<file path="src/rtl/fnn_mem_arbiter_if.sv">
// Bus bundle between the two requesters, the arbiter and the memory read port.
// The slave modport is the arbiter's view; the master modport is the view of
// the requesters plus memory that surround it.
interface fnn_mem_arbiter_if #(
  parameter int AW = 10,
  parameter int DW = 16,
  parameter int LW = 3
);
  // Requester 0 (layer sequencer) and requester 1 (checker) burst requests
  logic          req0;
  logic          req1;
  logic [AW-1:0] addr0;
  logic [AW-1:0] addr1;
  logic [LW-1:0] len0;
  logic [LW-1:0] len1;
  logic          gnt0;
  logic          gnt1;

  // Memory read port
  logic          mem_read;
  logic [AW-1:0] mem_addr;
  logic [DW-1:0] mem_rdata;

  // Shared return path
  logic [DW-1:0] rdata;
  logic          rvalid0;
  logic          rvalid1;
  logic          rlast;
  logic          busy;

  modport slave (
    input  req0, req1, addr0, addr1, len0, len1, mem_rdata,
    output gnt0, gnt1, mem_read, mem_addr, rdata, rvalid0, rvalid1, rlast, busy
  );

  modport master (
    output req0, req1, addr0, addr1, len0, len1, mem_rdata,
    input  gnt0, gnt1, mem_read, mem_addr, rdata, rvalid0, rvalid1, rlast, busy
  );
endinterface

</file>
<file path="src/rtl/fnn_mem_arbiter.sv">
// Burst round-robin arbiter for the single read port of the sample/weight
// memory. One burst is accepted at a time; every beat is issued as a read and
// the returning word is tagged for the owning requester one cycle later.
module fnn_mem_arbiter #(
  parameter int AW = 10,
  parameter int LW = 3
) (
  input logic              clk,
  input logic              rst,
  fnn_mem_arbiter_if.slave bus
);

  typedef enum logic [1:0] {
    IDLE  = 2'd0,
    ISSUE = 2'd1,
    TAIL  = 2'd2
  } state_t;

  state_t        state_reg;
  state_t        state_next;

  logic          owner_reg;   // requester owning the current burst
  logic          last_reg;    // requester granted most recently
  logic [AW-1:0] base_reg;
  logic [LW-1:0] len_reg;
  logic [LW-1:0] beat_reg;
  logic [1:0]    gnt_reg;
  logic [1:0]    rvalid_reg;
  logic          rlast_reg;

  logic          any_req;
  logic          sel_owner;
  logic [AW-1:0] sel_addr;
  logic [LW-1:0] sel_len;
  logic          mem_read_c;
  logic          busy_c;
  logic [AW-1:0] mem_addr_c;
  logic          final_beat;

  assign any_req    = bus.req0 | bus.req1;
  assign final_beat = (beat_reg == len_reg);

  // Owner selection: a lone request wins, a tie goes to the one not granted last
  always_comb begin
    sel_owner = 1'b0;
    if (bus.req0 && !bus.req1) begin
      sel_owner = 1'b0;
    end else if (!bus.req0 && bus.req1) begin
      sel_owner = 1'b1;
    end else if (bus.req0 && bus.req1) begin
      sel_owner = ~last_reg;
    end
    sel_addr = sel_owner ? bus.addr1 : bus.addr0;
    sel_len  = sel_owner ? bus.len1  : bus.len0;
  end

  // State register
  always_ff @(posedge clk or posedge rst) begin
    if (rst) begin
      state_reg <= IDLE;
    end else begin
      state_reg <= state_next;
    end
  end

  // Next-state logic: requests are only looked at in IDLE
  always_comb begin
    state_next = state_reg;
    case (state_reg)
      IDLE:    if (any_req) state_next = ISSUE;
      ISSUE:   if (final_beat) state_next = TAIL;
      TAIL:    state_next = IDLE;
      default: state_next = IDLE;
    endcase
  end

  // State-derived outputs; the address is held at zero outside ISSUE
  always_comb begin
    mem_read_c = 1'b0;
    busy_c     = 1'b0;
    mem_addr_c = '0;
    case (state_reg)
      ISSUE: begin
        mem_read_c = 1'b1;
        busy_c     = 1'b1;
        mem_addr_c = base_reg + AW'(beat_reg);
      end
      TAIL:    busy_c = 1'b1;
      default: busy_c = 1'b0;
    endcase
  end

  // Burst context capture on grant and beat counting while issuing
  always_ff @(posedge clk or posedge rst) begin
    if (rst) begin
      owner_reg <= 1'b0;
      last_reg  <= 1'b1;
      base_reg  <= '0;
      len_reg   <= '0;
      beat_reg  <= '0;
      gnt_reg   <= '0;
    end else begin
      gnt_reg <= '0;
      if (state_reg == IDLE && any_req) begin
        owner_reg <= sel_owner;
        last_reg  <= sel_owner;
        base_reg  <= sel_addr;
        len_reg   <= sel_len;
        beat_reg  <= '0;
        gnt_reg   <= sel_owner ? 2'b10 : 2'b01;
      end else if (state_reg == ISSUE) begin
        beat_reg <= beat_reg + LW'(1);
      end
    end
  end

  // Return path: each read comes back one cycle later tagged with its owner
  always_ff @(posedge clk or posedge rst) begin
    if (rst) begin
      rvalid_reg <= '0;
      rlast_reg  <= 1'b0;
    end else begin
      rvalid_reg <= {mem_read_c & owner_reg, mem_read_c & ~owner_reg};
      rlast_reg  <= mem_read_c & final_beat;
    end
  end

  assign bus.gnt0     = gnt_reg[0];
  assign bus.gnt1     = gnt_reg[1];
  assign bus.mem_read = mem_read_c;
  assign bus.mem_addr = mem_addr_c;
  assign bus.busy     = busy_c;
  assign bus.rvalid0  = rvalid_reg[0];
  assign bus.rvalid1  = rvalid_reg[1];
  assign bus.rlast    = rlast_reg;
  assign bus.rdata    = bus.mem_rdata;

endmodule

</file>
<file path="src/flat_wrapper.sv">
// flat-port wrapper written by rule: the top's interface ports become plain ports
module fnn_mem_arbiter_flat 
#(
  parameter int AW = 10,
  parameter int LW = 3
)
  (clk, rst, bus_req0, bus_req1, bus_addr0, bus_addr1, bus_len0, bus_len1, bus_mem_rdata, bus_gnt0, bus_gnt1, bus_mem_read, bus_mem_addr, bus_rdata, bus_rvalid0, bus_rvalid1, bus_rlast, bus_busy);
  fnn_mem_arbiter_if #(.AW(AW), .DW(16), .LW(LW)) bus_i ();
  input logic clk;
  input logic rst;
  input wire logic [$bits(bus_i.req0)-1:0] bus_req0;
  input wire logic [$bits(bus_i.req1)-1:0] bus_req1;
  input wire logic [$bits(bus_i.addr0)-1:0] bus_addr0;
  input wire logic [$bits(bus_i.addr1)-1:0] bus_addr1;
  input wire logic [$bits(bus_i.len0)-1:0] bus_len0;
  input wire logic [$bits(bus_i.len1)-1:0] bus_len1;
  input wire logic [$bits(bus_i.mem_rdata)-1:0] bus_mem_rdata;
  output wire logic [$bits(bus_i.gnt0)-1:0] bus_gnt0;
  output wire logic [$bits(bus_i.gnt1)-1:0] bus_gnt1;
  output wire logic [$bits(bus_i.mem_read)-1:0] bus_mem_read;
  output wire logic [$bits(bus_i.mem_addr)-1:0] bus_mem_addr;
  output wire logic [$bits(bus_i.rdata)-1:0] bus_rdata;
  output wire logic [$bits(bus_i.rvalid0)-1:0] bus_rvalid0;
  output wire logic [$bits(bus_i.rvalid1)-1:0] bus_rvalid1;
  output wire logic [$bits(bus_i.rlast)-1:0] bus_rlast;
  output wire logic [$bits(bus_i.busy)-1:0] bus_busy;
  assign bus_i.req0 = bus_req0;
  assign bus_i.req1 = bus_req1;
  assign bus_i.addr0 = bus_addr0;
  assign bus_i.addr1 = bus_addr1;
  assign bus_i.len0 = bus_len0;
  assign bus_i.len1 = bus_len1;
  assign bus_i.mem_rdata = bus_mem_rdata;
  assign bus_gnt0 = bus_i.gnt0;
  assign bus_gnt1 = bus_i.gnt1;
  assign bus_mem_read = bus_i.mem_read;
  assign bus_mem_addr = bus_i.mem_addr;
  assign bus_rdata = bus_i.rdata;
  assign bus_rvalid0 = bus_i.rvalid0;
  assign bus_rvalid1 = bus_i.rvalid1;
  assign bus_rlast = bus_i.rlast;
  assign bus_busy = bus_i.busy;
  fnn_mem_arbiter #(.AW(AW), .LW(LW)) u_core (.clk(clk), .rst(rst), .bus(bus_i));
endmodule
</file>
<file path="config.mk">
export PLATFORM = sky130hd
export DESIGN_NAME = fnn_mem_arbiter_flat
export DESIGN_NICKNAME = d
export VERILOG_FILES = /design/src/rtl/fnn_mem_arbiter_if.sv /design/src/rtl/fnn_mem_arbiter.sv /design/src/flat_wrapper.sv
export SDC_FILE = /design/constraint.sdc
export NUM_CORES = 1
export LEC_CHECK = 0
export CORE_MARGIN = 2
export CORE_UTILIZATION = 42
export CTS_CLUSTER_DIAMETER = 80
export DETAILED_ROUTE_END_ITERATION = 10
export PLACE_DENSITY = 0.85
export SLEW_MARGIN = 10
export SYNTH_ARGS = -nofsm -noshare
export SYNTH_HDL_FRONTEND = slang
export SYNTH_SLANG_ARGS = --single-unit
</file>
<file path="constraint.sdc">
create_clock -name clk -period 3.77 [get_ports clk]
set_input_delay 0.377 -clock clk [delete_from_list [all_inputs] [get_ports clk]]
set_output_delay 0.377 -clock clk [all_outputs]
set_load 0.01 [all_outputs]
</file>
### Word-level counts from Yosys, hierarchy flattened

Cells that the tools add are included.

* register bits after elaboration: 25
* input port bits: 46
* output and inout bits: 33

* $add $sub $neg: 2
* equality and inequality tests: 5
* mux-type cells: 15
* bitwise logic cells: 6
* reductions and logical operators: 10

Operators with widths (count)
* 10-bit 2-to-1 mux: 2
* 10-bit by 3-bit adder with 10-bit output: 1
* 3-bit 2-to-1 mux: 3
* 2-bit 2-to-1 mux: 4
* 1-bit 2-to-1 mux: 5
* 1-bit logical AND: 4
* 2-bit by 1-bit inequality test with 1-bit output, second input constant: 2
* 2-bit one-hot mux with 2 select lines: 1
* 3-bit by 1-bit adder with 3-bit output, second input constant: 1
* 1-bit bitwise AND: 3
* 3-bit equality test: 1
* 2-bit by 1-bit equality test with 1-bit output, second input constant: 1
* 2-bit equality test, second input constant: 1
* 1-bit logical NOT: 2
* 2-bit logical NOT: 1
* 1-bit NOT: 2
* 2-bit AND reduction: 1
* 2-bit nonzero test: 1
* 2-bit OR reduction: 1
* 1-bit bitwise OR: 1

### Depth between registers and ports, before layout

Gate-level depths: netlist of the first run.

* depth in word-level cells: 6
* gate-level depth with buffers: 7
* gate-level depth less buffers: 7

### Worst setup path before layout of the first run

OpenSTA, ideal clock, no wires.

* path type: flip-flop to output port
* start point: reg u_core.beat_reg[0]
* end point: out bus_mem_addr[6]
* data arrival time: 1650 ps
* data required time: 3393 ps
* setup slack: 1743 ps
* cell stages (with the launch flop): 8
* buffers on the path: 0
* path through: dfrtp_1 -> ha_1 -> inv_1 -> fa_1 -> and2b_1 -> o2111ai_1 -> xor2_1 -> nor2_1

* word-level cells in the longest chain between the ends: 2

Ends and longest elaborated chain
* start: declaration: line fnn_mem_arbiter.sv:26 `logic [LW-1:0] beat_reg;`
* start signal: assignment: line fnn_mem_arbiter.sv:112 `beat_reg <= beat_reg + LW'(1);`
* 10-bit by 3-bit adder with 10-bit output: line fnn_mem_arbiter.sv:86 `mem_addr_c = base_reg + AW'(beat_reg);`
* 10-bit 2-to-1 mux: line fnn_mem_arbiter.sv:82 `case (state_reg)`
* end: declaration: line flat_wrapper.sv:21 `output wire logic [$bits(bus_i.mem_addr)-1:0] bus_mem_addr;`

Every way passes these cells.

### Worst setup path after layout of the first run

* start point: reg u_core.beat_reg[0]
* end point: out bus_mem_addr[8]

Same word-level chain as after synthesis.

==> metrics.txt, run 1 <==
Post-synth ARST share 1.00; mapped cell area 1470 µm²; Clk pin slew, worst setup/hold paths roughly 0.14 ns; EDFF count, synth 0; routed length per instance between 10 and 15 µm; Hold Startpoint u_core.owner_reg$_DFFE_PP0P_; RSZ-0062 raised after global routing false; hold buffer count at CTS 0; crit path buf inv count 2; fill count 312; Seq cells post-synth 25; FP Rows 21; via count 1141; register area around 630 µm²; register area share after synthesis 0.426; fin. max-slew vios 0; Gate power share 0.544; initial antenna violation count 0; max FFs per register 10; post-route insts no fill approximately 220; fmax approximately 340 MHz; Unique masters post-synth 32; Slowest Stage Delay on Critical Path 0.54 ns; worst skew pair latency between 0.3 and 0.4 ns; syn_area_per_cell ~10 µm²; Leak Pwr 0.857 nW; worst endpoint required time roughly 3.4 ns; Clock H-tree levels 1; crit-path leading delay family buffers and inverters; number of remaining DRC errors 0; Hold Crit Depth 1; worst reg2reg path endpoint u_core.len_reg[1]$_DFFE_PP0P_; Flop pwr share 0.366; worst path cell trace ha_1, inv_1, fa_1, and2b_1, o211ai_1, xor2_1, nor2_1, clkdlybuf4s50_1; status finished, final reports clean; DIE HEIGHT between 60 and 70 µm; Relative slew margins 0.382; synth warn 0; Ports 79; Max clock buf depth 2; GRT Residual Overflow 0; internal reg-to-reg setup slack roughly 2 ns; CTS Sinks 25; power share of the clock group 0.090; die width 63.2 µm; crit start category flop; Mapped Nets ~200; setup TNS 0 ns; clock skew between 0.006 and 0.007 ns; clock root buffer clkbuf_4; Fin Hold WS between 0.4 and 0.5 ns; Worst setup EP type primary output; crit share post-route 0.784; Starting Density 0.441; Hold/Removal Path Class flop to flop; cts bufs inserted 3; Yosys top cell by area dfrtp_1; Hold Path Sink u_core.rvalid_reg[0]$_DFF_PP0_; VDD IR-drop max around 0.00029 V; CP Data Arrival Time 2.58 ns; Antenna diodes 0; largest net degree at the start of global routing 26; drt first-iter violations between 90 and 100; CTS tree done; vias in the first global route 1092; synthesis-to-finish area growth 26.6%; final WL 2940 µm; P_int 811 µW; top cells by area, synth dfrtp_1 (41%), a222oi_1 (8.9%), buf_4 (8.2%); Final HPWL DP 2220 µm; placed cells 218; final setup violation count 0; setup bufs post-CTS 0; first-pass GRT wire length about 4900 µm; Final ANT Viol Nets 0; synth cell count leaders dfrtp_1 (24), inv_1 (20), buf_4 (16); IO Port Bufs 46; DR pass1 iterations 5; switching pwr 536 µW; crit path kind flop to primary output; min Tclk post-route 2.96 ns; Vias/cell 5.14; crit path max fanout 4; PD cells 723 nW/µm²; max_cap viols 0; Die ar. 3990 µm²; slowest cell on the critical path clkdlybuf4s50_1; Global Route Usage Sum 0.156; Nets 230; share of layout cells above drive strength 1 0.0568; area share of the largest cell type after synthesis 0.409; switching part of the total power 0.398; FF-to-FF path depth 6; post-synthesis cell count approximately 150; final core occ 0.558; CTS resizes 0; most common cell in the netlist dfrtp_1; Worst R2R Start u_core.state_reg[0]$_DFFE_PP0P_; Slew @ Worst Pin 0.926 ns; core area 3340 µm²; RePlAce Congestion approximately 0.84; Final Hold Vio Count 0; area of the multi-input gates roughly 600 µm²; ys flop type dfrtp_1
power groups by stage:
stage / combinational [mW] / sequential, mW / clock, mW
after floorplan: 0.489 / 0.481 / 0
after global placement: 0.729 / 0.496 / 0
after detailed placement: 0.741 / 0.497 / 0
after CTS: 0.744 / 0.493 / 0.124
after global routing: 0.819 / 0.508 / 0.133
final: 0.733 / 0.493 / 0.121
logic make-up (layout without fill, tap and decap cells):
group / Yosys count / in the layout / synth area share
flops: 25 / 25 / 0.426
xor+xnor: 11 / 11 / 0.0655
fa+ha+maj: 7 / 7 / 0.0647
mux: 2 / 2 / 0.0136
simple gates: 30 / 30 / 0.0953
buf+inv: 41 / 71 / 0.157
compound gates: 30 / 30 / 0.177
worst max path at each step:
stage,endpoint,slack (ns),start,depth (start not counted)
finish,bus_mem_addr[8],0.81,u_core.beat_reg[0]$_DFFE_PP0P_,8
global route,bus_mem_addr[6],0.64,u_core.beat_reg[0]$_DFFE_PP0P_,8
floorplan,bus_mem_addr[6],1.74,u_core.beat_reg[0]$_DFFE_PP0P_,7
detailed placement,bus_mem_addr[6],1.17,u_core.beat_reg[0]$_DFFE_PP0P_,8
CTS,bus_mem_addr[6],0.79,u_core.beat_reg[0]$_DFFE_PP0P_,8
global placement,bus_mem_addr[6],1.23,u_core.beat_reg[0]$_DFFE_PP0P_,8
layout make-up:
class | instances | area share
Clock buffer | 4 | 0.0141
Inverter | 21 | 0.0423
Multi-Input combinational cell | 80 | 0.329
Sequential cell | 25 | 0.337
Tap cell | 46 | 0.0309
Timing Repair Buffer | 46 | 0.247
per-stage QoR:
stage	instance area [µm²]	setup WS, ns	total power, mW
4_1_cts	1860	0.787	1.36
2_1_floorplan	1470	1.74	0.970
3_5_place_dp	1840	1.17	1.24
5_1_grt	1860	0.644	1.46
6_report	1860	0.814	1.35
3_3_place_gp	1840	1.23	1.22
routing by layer:
layer | track usage | wire length [µm]
met1 | 0.200 | 1360
met2 | 0.255 | 1360
met3 | 0.0339 | 187
met4 | 0.0639 | 36
met5 | 0 | 0
worst register-to-register path: stages, from the launching register on:
cell,delay [ns]
dfrtp_1,0.41
inv_1,0.08
ha_1,0.28
nand2_1,0.10
a21oi_2,0.50
a222oi_1,0.23
inv_1,0.10
layout by cell type, fill, tap and decap left out, types with 3 or more instances in the layout:
cell type        synthesis  routed
xnor2_1                  7       7
clkdlybuf4s50_1          0      46
xor2_1                   4       4
ha_1                     6       6
inv_1                   20      20
clkbuf_4                 0       3
dfrtp_1                 24      24
a21oi_1                  5       5
nand2_1                  6       6
nor2_1                  13      13
a222oi_1                13      13
a21o_1                   4       4
No activity file was read; power rests on OpenSTA's default activity.
==> inputs of run 2 (changes only) <==
- CORE_UTILIZATION: 42 -> 39
- PLACE_DENSITY: 0.85 -> 0.8
- clock period: 3.77 -> 2.8 ns (I/O delays scaled with it)
==> run 2 against run 1 <==
Compared with the run above: clock power up 73%; first-iteration DRC count up 4.3%; critical endpoint is now bus_mem_addr[6]; clock skew down 0.0030 ns; combinational power up 39%; total power up 41%.
==> metrics.txt, run 2 (synthesized netlist as in run 1, its figures left out) <==
final setup violation count 0; min Tclk post-route 2.67 ns; clock root buffer clkbuf_8; Global Route Usage Sum 0.152; PD cells 994 nW/µm²; Final ANT Viol Nets 0; switching pwr approximately 740 µW; routed length per instance 13.3 µm; P_int between 1 and 1.5 mW; commonest non-fill, non-tap cell in the layout clkdlybuf4s50_1; Hold Path Sink u_core.rvalid_reg[0]$_DFF_PP0_; DIE HEIGHT approximately 65 µm; via count ~1200; crit path kind flop to primary output; routing usage on met2 0.236; worst reg2reg path endpoint u_core.len_reg[1]$_DFFE_PP0P_; switching part of the total power 0.388; Hold/Removal Path Class flop to flop; RePlAce Congestion roughly 0.77; status finished, final reports clean; Vias/cell 5.07; crit path max fanout 5; GRT Residual Overflow 0; Clock H-tree levels 1; Final HPWL DP 2250 µm; Nets roughly 230; internal reg-to-reg setup slack 1.06 ns; max_cap viols 0; first-pass GRT wire length 5060 µm; crit share post-route 0.953; die width roughly 65 µm; Leak Pwr 0.894 nW; fmax about 370 MHz; initial antenna violation count 0; Antenna diodes 0; worst endpoint required time 2.52 ns; Worst R2R Start u_core.state_reg[1]$_DFFE_PP0P_; CTS tree done; VDD IR-drop max between 0.0004 and 0.0005 V; Starting Density 0.405; Die ar. 4280 µm²; FP Rows 22; vias in the first global route 1091; commonest non-fill, non-tap cells in the layout clkdlybuf4s50_1 (45), dfrtp_1 (23), inv_1 (20), a222oi_1 (13), nor2_1 (13); DR pass1 iterations 5; Worst setup EP type primary output; Gate power share 0.540; Ports 79; Hold Startpoint u_core.owner_reg$_DFFE_PP0P_; Max clock buf depth 2; Final Hold Vio Count 0; IO Port Bufs 46; FF-to-FF path depth 6; clock skew 0.00345 ns; met1 usage 0.220; number of remaining DRC errors 0; synthesis-to-finish area growth 30.0%; fill count 358; crit start category flop; setup TNS 0 ns; GR Layer Usage met3 0.0257; Flop pwr share 0.350; Clk pin slew, worst setup/hold paths 0.08 ns; share of layout cells above drive strength 1 0.0838; CTS Sinks 25; worst skew pair latency about 0.26 ns; fin. max-slew vios 0; Hold Crit Depth 1; drt first-iter violations 96; final WL 3030 µm; gr busiest metal met2; power share of the clock group 0.110; cts bufs inserted 3; final core occ 0.526; largest net degree at the start of global routing 26; Slew @ Worst Pin 0.924 ns; Relative slew margins 0.384; core area 3630 µm²; max FFs per register 10; CP Data Arrival Time roughly 2.4 ns
run 2: cell count changes in the layout (fill, tap and decap cells not counted), sizes merged:
| cell | change |
|---|---|
| clkdlybuf4s50 | -1 |
| buf | +3 |
| dlymetal6s2s | +1 |
run 2: per-layer routing:
metal | routed length, µm | share of wire | vias to the layer above
li1 | - | - | 552
met1 | 1390 | 0.46 | 556
met2 | 1400 | 0.46 | 41
met3 | 223 | 0.074 | 2
met4 | 13 | 0.0043 | 0
met5 | 0 | 0 | -
run 2: power groups by stage:
| stage | Clock (mW) | Combinational (mW) | Sequential, mW |
|---|---|---|---|
| 3_3_place_gp | 0 | 0.999 | 0.666 |
| 4_1_cts | 0.217 | 1.02 | 0.665 |
| 5_1_grt | 0.236 | 1.15 | 0.683 |
| 3_5_place_dp | 0 | 1.01 | 0.672 |
| 6_report | 0.209 | 1.02 | 0.665 |
| 2_1_floorplan | 0 | 0.658 | 0.648 |
run 2: final cells by class:
| class | count | area [µm²] | area share |
|---|---|---|---|
| Timing Repair Buffer | 49 | 485 | 0.254 |
| Clock buffer | 4 | 45.0 | 0.0236 |
| Tap cell | 48 | 60.1 | 0.0314 |
| Multi-Input combinational cell | 80 | 613 | 0.321 |
| Sequential cell | 25 | 628 | 0.329 |
| Inverter | 21 | 78.8 | 0.0413 |
run 2: repair_timing:
item                       CTS  global route
hold buffers                 0             0
setup endpoints to repair    0             3
resized for setup            0             3
setup buffers                0             2
run 2: how the worst max path moves through the flow:
stage | start | to | depth (start not counted)
floorplan | u_core.beat_reg[0]$_DFFE_PP0P_ | bus_mem_addr[6] | 7
global placement | u_core.beat_reg[0]$_DFFE_PP0P_ | bus_mem_addr[6] | 8
detailed placement | u_core.beat_reg[0]$_DFFE_PP0P_ | bus_mem_addr[6] | 8
CTS | u_core.beat_reg[0]$_DFFE_PP0P_ | bus_mem_addr[6] | 8
global route | u_core.beat_reg[1]$_DFFE_PP0P_ | bus_mem_addr[6] | 7
finish | u_core.beat_reg[1]$_DFFE_PP0P_ | bus_mem_addr[6] | 7
run 2: worst max-delay path, stage by stage, from the launching register on:
cell and delay [ns]:
dfrtp_1 0.45, inv_1 0.09, fa_1 0.43, and2b_2 0.26, o2111ai_1 0.12, xor2_1 0.16, nor2_1 0.09, clkdlybuf4s50_1 0.53
run 2: through the flow:
| step | hold WS, ns | instance area [µm²] | instances | total power [mW] | setup slack, ns |
|---|---|---|---|---|---|
| floorplan | 0.307 | 1470 | 146 | 1.31 | 0.870 |
| global placement | 0.433 | 1850 | 221 | 1.66 | 0.358 |
| detailed placement | 0.450 | 1850 | 221 | 1.68 | 0.313 |
| CTS | 0.463 | 1890 | 225 | 1.90 | 0.000433 |
| global route | 0.501 | 1910 | 227 | 2.07 | -0.0114 |
| finish | 0.460 | 1910 | 227 | 1.90 | 0.133 |
==> inputs of run 3 (changes only) <==
- ABC_AREA: default -> 1
- CORE_UTILIZATION: 39 -> 40
- PLACE_DENSITY: 0.8 -> 0.81
==> run 3 against run 2 <==
Compared with the run above: highest routed layer unchanged; count of clock-buffer cells in the layout unchanged; total power down 4.3%; non-clock buffer count down 2; register-to-register slack worse by 0.02 ns; clock skew down 0.0015 ns; critical path depth up 3; sequential share of layout area down 0.98 points.
==> metrics.txt, run 3 <==
VDD IR-drop max 0.000398 V; post-synthesis cell count 200; top cells by area, synth dfrtp_1 (39%), nand2_1 (17%), buf_4 (8.3%); Leak Pwr approximately 0.94 nW; largest net degree at the start of global routing 26; DP Worst Slack approximately 0.35 ns; area of the multi-input gates 673 µm²; crit share post-route 0.963; ys flop type dfrtp_1; first-pass GRT wire length 5380 µm; Post-synth ARST share 1.00; initial antenna violation count 0; DIE HEIGHT 65.9 µm; Worst setup EP type primary output; Vias/cell between 4 and 5; Synth Area in Compound Gates 0.0979; placed cells ~280; Crit. Startpoint u_core.beat_reg[0]$_DFFE_PP0P_; Unique masters post-synth 26; Simple-Gate Fraction of Synth Area 0.265; Seq cells post-synth 25; synth warn 0; main combinational cell family by area after synthesis simple AND/OR/NAND/NOR gates; Final HPWL DP about 2500 µm; fill count 348; die width 65.9 µm; Fin Hold WS between 0.4 and 0.5 ns; max_cap viols 0; post-route cell area 1970 µm²; register area share after synthesis 0.409; clock skew 0.00193 ns; final core occ 0.537; synth cell count leaders nand2_1 (70), dfrtp_1 (24), inv_1 (24); post-route insts no fill 279; drt first-iter violations 39; FP Rows 22; Die ar. ~4300 µm²; min Tclk post-route about 2.7 ns; clock root buffer clkbuf_8; most common cell in the netlist nand2_1; crit path kind flop to primary output; fin. max-slew vios 0; Post-DP Area 1910 µm²; RSZ-0062 raised after global routing true; share of layout cells above drive strength 1 0.0476; max FFs per register 10; crit start category flop; CTS Sinks 25; Hold/Removal Path Class flop to flop; DR pass1 iterations 4; Max clock buf depth 2; end of the critical path bus_mem_addr[8]; via count between 1000 and 1500; Post-Synth XOR/XNOR Area 0.0114; Clock H-tree levels 1; crit path max fanout 4; Post-Synth Adder-Cell Area 0.0620; IO Port Bufs 46; CTS tree done; setup TNS 0 ns; PD cells between 900 and 1000 nW/µm²; final setup violation count 0; mapped cell area 1530 µm²; vias in the first global route 1201; syn_area_per_cell 7.67 µm²; multiplexer share of the synthesized area 0; worst reg2reg path endpoint u_core.len_reg[2]$_DFFE_PP0P_; total power 1.82 mW; area share of the largest cell type after synthesis 0.392; register area 627 µm²; Mapped Nets 253; Nets 285; internal reg-to-reg setup slack 1.04 ns; worst endpoint required time between 2 and 3 ns; CP Data Arrival Time about 2.4 ns; core area about 3700 µm²; setup bufs post-CTS 0; Worst R2R Start u_core.state_reg[1]$_DFFE_PP0P_; number of remaining DRC errors 0; Global Route Usage Sum 0.160; commonest non-fill, non-tap cells in the layout nand2_1 (70), clkdlybuf4s50_1 (45), inv_1 (24), dfrtp_1 (24), nor2_1 (13); RePlAce Congestion 0.809; synthesis-to-finish area growth 28.1%; worst skew pair latency 0.27 ns; Final Hold Vio Count 0; Antenna diodes 0; Ports 79; status finished, final reports clean; Starting Density 0.419; GRT Residual Overflow 0; Clk pin slew, worst setup/hold paths 0.08 ns; Slew @ Worst Pin 0.933 ns; final WL roughly 3300 µm; commonest non-fill, non-tap cell in the layout nand2_1; final worst slack 0.102 ns; Yosys top cell by area dfrtp_1; EDFF count, synth 0; FF-to-FF path depth 6; fmax 371 MHz; Final ANT Viol Nets 0; Relative slew margins 0.377; routed length per instance 11.8 µm; cts bufs inserted 3
## run 3: cell types whose count changed in the layout (fill, tap and decap cells not counted), moves of 6 or more
cell,change
a222oi_1,-13
nand2_1,+64
xnor2_1,-6
nand3_1,+9
## run 3: how the worst min path moves through the flow
stage               depth (start not counted)                        endpoint                          from  slack, ns
detailed placement                          1  u_core.rvalid_reg[0]$_DFF_PP0_  u_core.owner_reg$_DFFE_PP0P_       0.46
global placement                            2     u_core.last_reg$_DFFE_PP1P_   u_core.last_reg$_DFFE_PP1P_       0.46
global route                                1  u_core.rvalid_reg[0]$_DFF_PP0_  u_core.owner_reg$_DFFE_PP0P_       0.49
finish                                      1  u_core.rvalid_reg[0]$_DFF_PP0_  u_core.owner_reg$_DFFE_PP0P_       0.47
floorplan                                   1  u_core.base_reg[0]$_DFFE_PP0P_                           rst       0.31
CTS                                         1  u_core.rvalid_reg[0]$_DFF_PP0_  u_core.owner_reg$_DFFE_PP0P_       0.47
## run 3: timing repair
action | CTS | global route
endpoints found under the setup margin | 0 | 3
hold buffers | 0 | 0
gates resized for setup | 0 | 2
## run 3: final cells by class
cell class / count / area share
inverter: 24 / 0.0458
tap: 48 / 0.0306
sequential: 25 / 0.319
timing repair buffer: 47 / 0.239
clock buffer: 4 / 0.0229
multi-input combinational: 131 / 0.342
## run 3: kinds of logic after synthesis
logic type / count (synthesis)
adder cells (fa/ha/maj): 7
XOR/XNOR: 2
AO/OA/AOI/OAI: 22
AND/OR/NAND/NOR: 100
flip-flops: 25
buffers and inverters: 44
## run 3: power by group
| part | switching (mW) | internal, mW | total (mW) |
|---|---|---|---|
| sequential | 0.110 | 0.520 | 0.630 |
| combinational | 0.530 | 0.447 | 0.976 |
| clock | 0.110 | 0.102 | 0.212 |
| total | 0.749 | 1.07 | 1.82 |
## run 3: critical path, cell delays in order (launching register included)
cell             delay, ns
dfrtp_1               0.40
ha_1                  0.19
inv_1                 0.06
fa_1                  0.35
inv_1                 0.09
nand2_1               0.08
a21oi_2               0.18
nand2_1               0.08
o21ai_0               0.17
nor2_1                0.08
clkdlybuf4s50_1       0.48
## run 3: per-layer routing
layer / track usage / vias to the layer above / wire length [µm]
met5: 0 / - / 0
met4: 0.0625 / 0 / 51
met3: 0.0256 / 5 / 249
met2: 0.263 / 49 / 1510
met1: 0.211 / 601 / 1470
li1: - / 675 / -
